## config.mk

```make
export PLATFORM = sky130hd
export DESIGN_NAME = vga_timing
export DESIGN_NICKNAME = d
export VERILOG_FILES = /design/src/rtl/vga_timing_pkg.sv /design/src/rtl/vga_mod_counter.sv /design/src/rtl/vga_timing.sv
export SDC_FILE = /design/constraint.sdc
export NUM_CORES = 1
export LEC_CHECK = 0
export ABC_CLOCK_PERIOD_IN_PS = 2700
export BUFFER_PORTS_ARGS = -buffer_cell sky130_fd_sc_hd__buf_2
export CORE_ASPECT_RATIO = 1.2
export CORE_MARGIN = 1
export CORE_UTILIZATION = 35
export DETAILED_ROUTE_END_ITERATION = 6
export GPL_ROUTABILITY_DRIVEN = 1
export HOLD_SLACK_MARGIN = 0.08
export PLACE_DENSITY_LB_ADDON = 0.3
export RECOVER_POWER = 25
export REMOVE_ABC_BUFFERS = 1
export SLEW_MARGIN = 10
export SYNTH_ARGS = -nofsm -noshare
export SYNTH_HDL_FRONTEND = slang
export SYNTH_HIERARCHICAL = 1
export SYNTH_SLANG_ARGS = --single-unit
```

## constraint.sdc

```tcl
create_clock -name clk -period 2.7 [get_ports clk]
set_input_delay 0.405 -clock clk [delete_from_list [all_inputs] [get_ports clk]]
set_output_delay 0.405 -clock clk [all_outputs]
set_load 0.05 [all_outputs]
```

## src/rtl/vga_timing_pkg.sv

```systemverilog
// Shared VGA timing constants (640x480@60 defaults), derived sync positions and
// small helpers, so the raster timer and downstream pattern generators agree.
package vga_timing_pkg;

  localparam int unsigned CNT_W  = 10;
  localparam int unsigned FCNT_W = 8;

  localparam int unsigned H_ACTIVE_DEF = 640;
  localparam int unsigned H_FP_DEF     = 16;
  localparam int unsigned H_SYNC_DEF   = 96;
  localparam int unsigned H_BP_DEF     = 48;
  localparam int unsigned H_TOTAL_DEF  = H_ACTIVE_DEF + H_FP_DEF + H_SYNC_DEF + H_BP_DEF;

  localparam int unsigned V_ACTIVE_DEF = 480;
  localparam int unsigned V_FP_DEF     = 10;
  localparam int unsigned V_SYNC_DEF   = 2;
  localparam int unsigned V_BP_DEF     = 33;
  localparam int unsigned V_TOTAL_DEF  = V_ACTIVE_DEF + V_FP_DEF + V_SYNC_DEF + V_BP_DEF;

  // Inclusive sync pulse bounds: 656..751 and 490..491 for the defaults.
  localparam int unsigned H_SYNC_START_DEF = H_ACTIVE_DEF + H_FP_DEF;
  localparam int unsigned H_SYNC_END_DEF   = H_SYNC_START_DEF + H_SYNC_DEF - 1;
  localparam int unsigned V_SYNC_START_DEF = V_ACTIVE_DEF + V_FP_DEF;
  localparam int unsigned V_SYNC_END_DEF   = V_SYNC_START_DEF + V_SYNC_DEF - 1;

  typedef logic [CNT_W-1:0] pos_t;

  typedef struct packed {
    logic hsync;
    logic vsync;
    logic visible;
  } vid_ctl_t;

  function automatic logic in_span(input pos_t pos, input int unsigned first,
                                   input int unsigned len);
    return (32'(pos) >= first) && (32'(pos) < first + len);
  endfunction

  function automatic logic sync_level(input logic active, input logic pol);
    return active ? pol : ~pol;
  endfunction

  function automatic logic fits_cnt(input int unsigned total);
    return (total >= 1) && (total <= (1 << CNT_W));
  endfunction

endpackage

```

## src/rtl/vga_mod_counter.sv

```systemverilog
// Modulo-N counter with enable; exposes the next-state value so callers can
// register values derived from it in the same edge as the count itself.
module vga_mod_counter #(
  parameter int unsigned N = 800,
  parameter int unsigned W = 10
) (
  input  logic         clk,
  input  logic         rst,
  input  logic         i_en,
  output logic [W-1:0] o_count,
  output logic [W-1:0] o_next,
  output logic         o_wrap
);

  logic [W-1:0] r_count;
  logic         w_at_max;

  assign w_at_max = (r_count == W'(N - 1));
  assign o_wrap   = i_en & w_at_max;
  assign o_count  = r_count;

  always_comb begin
    o_next = r_count;
    if (rst) begin
      o_next = '0;
    end else if (i_en) begin
      o_next = w_at_max ? '0 : r_count + W'(1);
    end
  end

  always_ff @(posedge clk) begin
    if (rst) begin
      r_count <= '0;
    end else begin
      r_count <= o_next;
    end
  end

endmodule

```

## src/rtl/vga_timing.sv

```systemverilog
// VGA raster timer: horizontal/vertical position counters, registered sync and
// display-enable outputs, line/frame strobes and a free-running frame counter.
module vga_timing
  import vga_timing_pkg::*;
#(
  parameter int unsigned H_ACTIVE = H_ACTIVE_DEF,
  parameter int unsigned H_FP     = H_FP_DEF,
  parameter int unsigned H_SYNC   = H_SYNC_DEF,
  parameter int unsigned H_BP     = H_BP_DEF,
  parameter int unsigned V_ACTIVE = V_ACTIVE_DEF,
  parameter int unsigned V_FP     = V_FP_DEF,
  parameter int unsigned V_SYNC   = V_SYNC_DEF,
  parameter int unsigned V_BP     = V_BP_DEF,
  parameter bit          SYNC_POL = 1'b0
) (
  input  logic              clk,
  input  logic              rst,
  input  logic              pix_en,
  output logic [CNT_W-1:0]  hpos,
  output logic [CNT_W-1:0]  vpos,
  output logic              hsync,
  output logic              vsync,
  output logic              display_on,
  output logic              line_start,
  output logic              frame_start,
  output logic [FCNT_W-1:0] frame_cnt
);

  localparam int unsigned H_TOTAL      = H_ACTIVE + H_FP + H_SYNC + H_BP;
  localparam int unsigned V_TOTAL      = V_ACTIVE + V_FP + V_SYNC + V_BP;
  localparam int unsigned H_SYNC_START = H_ACTIVE + H_FP;
  localparam int unsigned V_SYNC_START = V_ACTIVE + V_FP;

  if (!fits_cnt(H_TOTAL) || !fits_cnt(V_TOTAL)) begin : g_bad_total
    $error("vga_timing: line or frame total does not fit the position counters");
  end

  pos_t w_hpos;
  pos_t w_vpos;
  pos_t w_hnext;
  pos_t w_vnext;
  logic w_hwrap;
  logic w_vwrap;

  vga_mod_counter #(
    .N (H_TOTAL),
    .W (CNT_W)
  ) u_hcnt (
    .clk     (clk),
    .rst     (rst),
    .i_en    (pix_en),
    .o_count (w_hpos),
    .o_next  (w_hnext),
    .o_wrap  (w_hwrap)
  );

  vga_mod_counter #(
    .N (V_TOTAL),
    .W (CNT_W)
  ) u_vcnt (
    .clk     (clk),
    .rst     (rst),
    .i_en    (w_hwrap),
    .o_count (w_vpos),
    .o_next  (w_vnext),
    .o_wrap  (w_vwrap)
  );

  vid_ctl_t           r_ctl;
  logic [FCNT_W-1:0]  r_frame_cnt;

  // Controls are derived from next-state positions so they line up with hpos/vpos
  // on the same edge; holding pix_en low leaves next == current, so they hold too.
  always_ff @(posedge clk) begin
    if (rst) begin
      r_ctl.hsync   <= ~SYNC_POL;
      r_ctl.vsync   <= ~SYNC_POL;
      r_ctl.visible <= 1'b1;
      r_frame_cnt   <= '0;
    end else begin
      r_ctl.hsync   <= sync_level(in_span(w_hnext, H_SYNC_START, H_SYNC), SYNC_POL);
      r_ctl.vsync   <= sync_level(in_span(w_vnext, V_SYNC_START, V_SYNC), SYNC_POL);
      r_ctl.visible <= in_span(w_hnext, 0, H_ACTIVE) & in_span(w_vnext, 0, V_ACTIVE);
      if (w_vwrap) begin
        r_frame_cnt <= r_frame_cnt + FCNT_W'(1);
      end
    end
  end

  assign hpos      = w_hpos;
  assign vpos      = w_vpos;
  assign hsync     = r_ctl.hsync;
  assign vsync     = r_ctl.vsync;
  assign frame_cnt = r_frame_cnt;

  // visible already describes (0,0) through reset; rst only blanks the pin, so the
  // first cycle after release reports the origin as displayed.
  assign display_on  = r_ctl.visible & ~rst;
  assign line_start  = (w_hpos == '0) & pix_en & ~rst;
  assign frame_start = line_start & (w_vpos == '0);

endmodule
```

======== After elaboration in Yosys (flattened, before gate mapping) ========
Cells that the tools add are included.
word-level totals
  flip-flop bits (word level) ............. 31
  input port bits ......................... 3
  output and inout port bits .............. 33
  word-level logic and storage cells ...... 37
cells by class
  add/subtract/negate cells ............... 3
  magnitude comparators ................... 6
  eq/ne operators ......................... 2
  mux-type cells .......................... 8
  bitwise operators ....................... 8
  reduce and logical (&&, ||, !) cells .... 4
operator list
  operator                                                                               number
  10-bit two-way mux                                                                     6
  10-bit by 1-bit adder with 10-bit output (second input constant)                       2
  10-bit == test (second input constant)                                                 2
  10-bit zero test                                                                       2
  10-bit < comparator (second input constant)                                            2
  10-bit by 9-bit < comparator with 1-bit output (second input constant)                 2
  10-bit greater-or-equal comparator (second input constant)                             1
  10-bit by 9-bit greater-or-equal comparator with 1-bit output (second input constant)  1
  8-bit by 1-bit adder with 8-bit output (second input constant)                         1
  1-bit bitwise AND                                                                      7
  1-bit logical AND                                                                      2
  1-bit two-way mux                                                                      2
  1-bit inverter                                                                         1

======== Longest topological paths before layout ========
  depth after elaboration ................. 7
  mapped depth ............................ 11
  gate-level depth less buffers ........... 9

======== Modules after synthesis ========
Netlist, hierarchy kept.
by module, submodules not included
  module                     instances  cells each  area an instance (µm²)
  vga_mod_counter at u_vcnt  1          70          588.1
  vga_mod_counter at u_hcnt  1          73          578.1
  vga_timing                 1          62          523.0

======== Worst setup path after synthesis ========
Ideal clock, no wire load.
  path kind ............................... register to register
  from .................................... reg u_hcnt.r_count[9] (netlist: u_hcnt/o_count[9])
  to ...................................... reg r_ctl[0] (netlist bit)
  library setup time ...................... 116 ps
  arrival ................................. 2692 ps
  required time ........................... 2584 ps
  slack ................................... -108 ps
  cell stages (with the launch flop) ...... 9
  buffers on the path ..................... 1
  period minus slack after synthesis ...... 2808 ps
  path through ............................ dfxtp_1 -> or4b_4 -> nor3_1 -> buf_6 -> nand2_1 -> or4_1 -> a21oi_1 -> nand4_1 -> a31o_2
on the way
  longest elaborated chain between the ends .. 6
RTL lines
  what                                            RTL line               RTL
  from (decl)                                     vga_mod_counter.sv:15  logic [W-1:0] r_count;
  from (signal assigned)                          vga_mod_counter.sv:35  r_count <= o_next;
  10-bit == test                                  vga_mod_counter.sv:18  assign w_at_max = (r_count == W'(N - 1));
  1-bit bitwise AND                               vga_mod_counter.sv:19  assign o_wrap = i_en & w_at_max;
  net w_hwrap                                     vga_timing.sv:42       logic w_hwrap;
  10-bit two-way mux                              vga_mod_counter.sv:26  end else if (i_en) begin
  10-bit two-way mux                              vga_mod_counter.sv:24  if (rst) begin
  net w_vnext[7]                                  vga_timing.sv:41       pos_t w_vnext;
  10-bit by 9-bit < comparator with 1-bit output  vga_timing_pkg.sv:36   return (32'(pos) >= first) && (32'(pos) < first + len);
  1-bit bitwise AND                               vga_timing.sv:83       r_ctl.visible <= in_span(w_hnext, 0, H_ACTIVE) & in_span(w_vnext, 0, V_ACTIVE);
  to (decl)                                       vga_timing.sv:69       vid_ctl_t r_ctl;
The timed path passes the listed nets, and every way through them passes these cells.
A chain may end at the register's enable or synchronous reset.

======== Worst setup path in the final report ========
  from .................................... reg u_hcnt.r_count[6] (netlist: u_hcnt/o_count[6])
  to ...................................... reg r_ctl[0] (netlist bit)
Same word-level chain as after synthesis.

==> metrics.txt <==
status completed; Synth Area per Inst 8.277 um2; clk buf depth 2; die area 0.005010 mm2; DRT Pass-1 Iters 4; CTS tree built; Antenna diodes 0; Metal-1 WL 1771 um; RR Endpoint r_ctl[0]; DR WL/cell 12.81 um; final design utilization 43.35%; DIE HEIGHT 77.34 um; CTS sink count 31; fmax 390.7 MHz; Startpoint Class flip-flop; Worst Reg2Reg Path Length in Cells 8; I/O pin cnt 36; Iter 0 DRT Violations 50; Hold Vio Cnt, Final 0; RSZ-0062 raised after global routing no; slowest CP cell or4b_4; Nets 250; biggest cell delay along the critical path 0.57 ns; Hold WC Path Type reg -> reg; DRC violations left 0; WP data required 2.87 ns; Max Clock Skew 0.006019 ns; WP depth 8; Post-Synthesis Cells 200; multi-input logic area 948.4 um2; initial antenna violation count 0; Starting Density 36.30%; most common cell after layout, fill and taps aside dfxtp_1; largest net degree at the start of global routing 27; # rows 27; Setup WS post-layout 0.1402 ns; fillers 494; vias per inst 5.340; Die Wd 64.78 um; layout cells sized above 1 19.01%; Yosys Warn Count 6; Slew @ Worst Pin 0.5993 ns; Slew headroom 60.22%; Worst VDD drop 0.1713 mV; most frequent cells in the layout dfxtp_1 (31), nor2_1 (21), buf_2 (21); routed wire length 3844 um; DP HPWL 2914 um; vias in the first global route 1407; PD cells 433.9 mW/mm2; CP Buf/Inv Count 1; first-pass GRT wire length 6265 um; Hold Crit Depth 2; H-tree Lvls 2; top layer in use met4; antenna viol nets, final 0; dpl ws 0.1330 ns; Crit path max-delay family simple AND/OR/NAND/NOR gates; DR vias 1602; worst r2r src u_hcnt/o_count[6]; Period minus WS final 2.560 ns; number of setup violations in the final report 0; setup bufs post-CTS 0; met3 WL post-DR 165 um; Slew Viols, Final 0; Leakage 0.7202 nW; Reg clk slew, reported paths 0.06 ns; period utilization 94.81%; global route overflow 0; post-synthesis instance area 0.001655 mm2; r2r setup slk 0.14 ns; max-cap viol count 0; dpl cells 294; Placer Congestion 0.8540; count of input and output buffers 35; Tot Pwr 0.8577 mW; GRT Overall Usage 16.13%; Clock Tree Root clkbuf_8; Worst Path Max Fanout 9; fin cells 300; crit-path cells or4b_4 -> nor3_2 -> buf_4 -> nand2_1 -> or4_1 -> a21oi_1 -> nand4_1 -> a31o_2; CP Class reg -> reg; Crit. End Element flip-flop; Core Box Area 0.004561 mm2; CP arrival 2.73 ns; total CTS buffers 5; Clock Latency Late Sink 0.28 ns; Seq. cell area 620.6 um2; Critical Path Sink r_ctl[0]; met2 WL 1846 um; CP Launch Point u_hcnt/o_count[6]; P&R area growth vs syn 19.43%
how the worst min path moves through the flow:
stage                    to    startpoint
6_report       frame_cnt[7]  frame_cnt[7]
5_1_grt        frame_cnt[7]  frame_cnt[7]
3_3_place_gp   frame_cnt[7]  frame_cnt[7]
2_1_floorplan  frame_cnt[5]           rst
4_1_cts        frame_cnt[7]  frame_cnt[7]
3_5_place_dp   frame_cnt[7]  frame_cnt[7]
area by class of cell:
class | count | share of cell area [%]
clock buffer | 6 | 3.671
inverter | 6 | 1.139
multi-input combinational | 153 | 47.97
sequential | 31 | 31.39
tap | 58 | 3.671
timing repair buffer | 46 | 12.15
sequential cells by signal (all words and copies together), names as in the netlist:
register / cells
r_ctl: 1
u_vcnt/o_count: 10
u_hcnt/o_count: 10
frame_cnt: 8
vsync: 1
hsync: 1
repair_timing:
item                                    CTS  global route
hold buffers                              0             0
gates resized for setup                   0             1
endpoints found under the setup margin    0             3
routing by layer:
metal	GRT usage (%)	vias up
met5	0	-
met4	6.889	0
met3	4.412	9
met2	25.94	34
met1	19.86	733
li1	-	826
per-stage QoR:
stage,area [um2],hold WS [ns],TNS (ns)
3_5_place_dp,1917,0.4904,0
3_3_place_gp,1917,0.4668,0
2_1_floorplan,1587,0.4741,-7.450
6_report,1977,0.4993,0
5_1_grt,1977,0.5481,0
4_1_cts,1989,0.4989,0
report_power, final:
part	switching [mW]	internal [mW]
combinational	0.0507	0.0184
clock	0.150	0.171
sequential	0.00607	0.462
total	0.207	0.651
worst reg2reg max path, delay by kind of cell, from the launching register on:
kind / cells / cell delay, ns
buf+inv: 1 / 0.19
compound gates: 2 / 0.41
flops: 1 / 0.31
simple gates: 5 / 1.54
(Power assumes the default switching activity.)
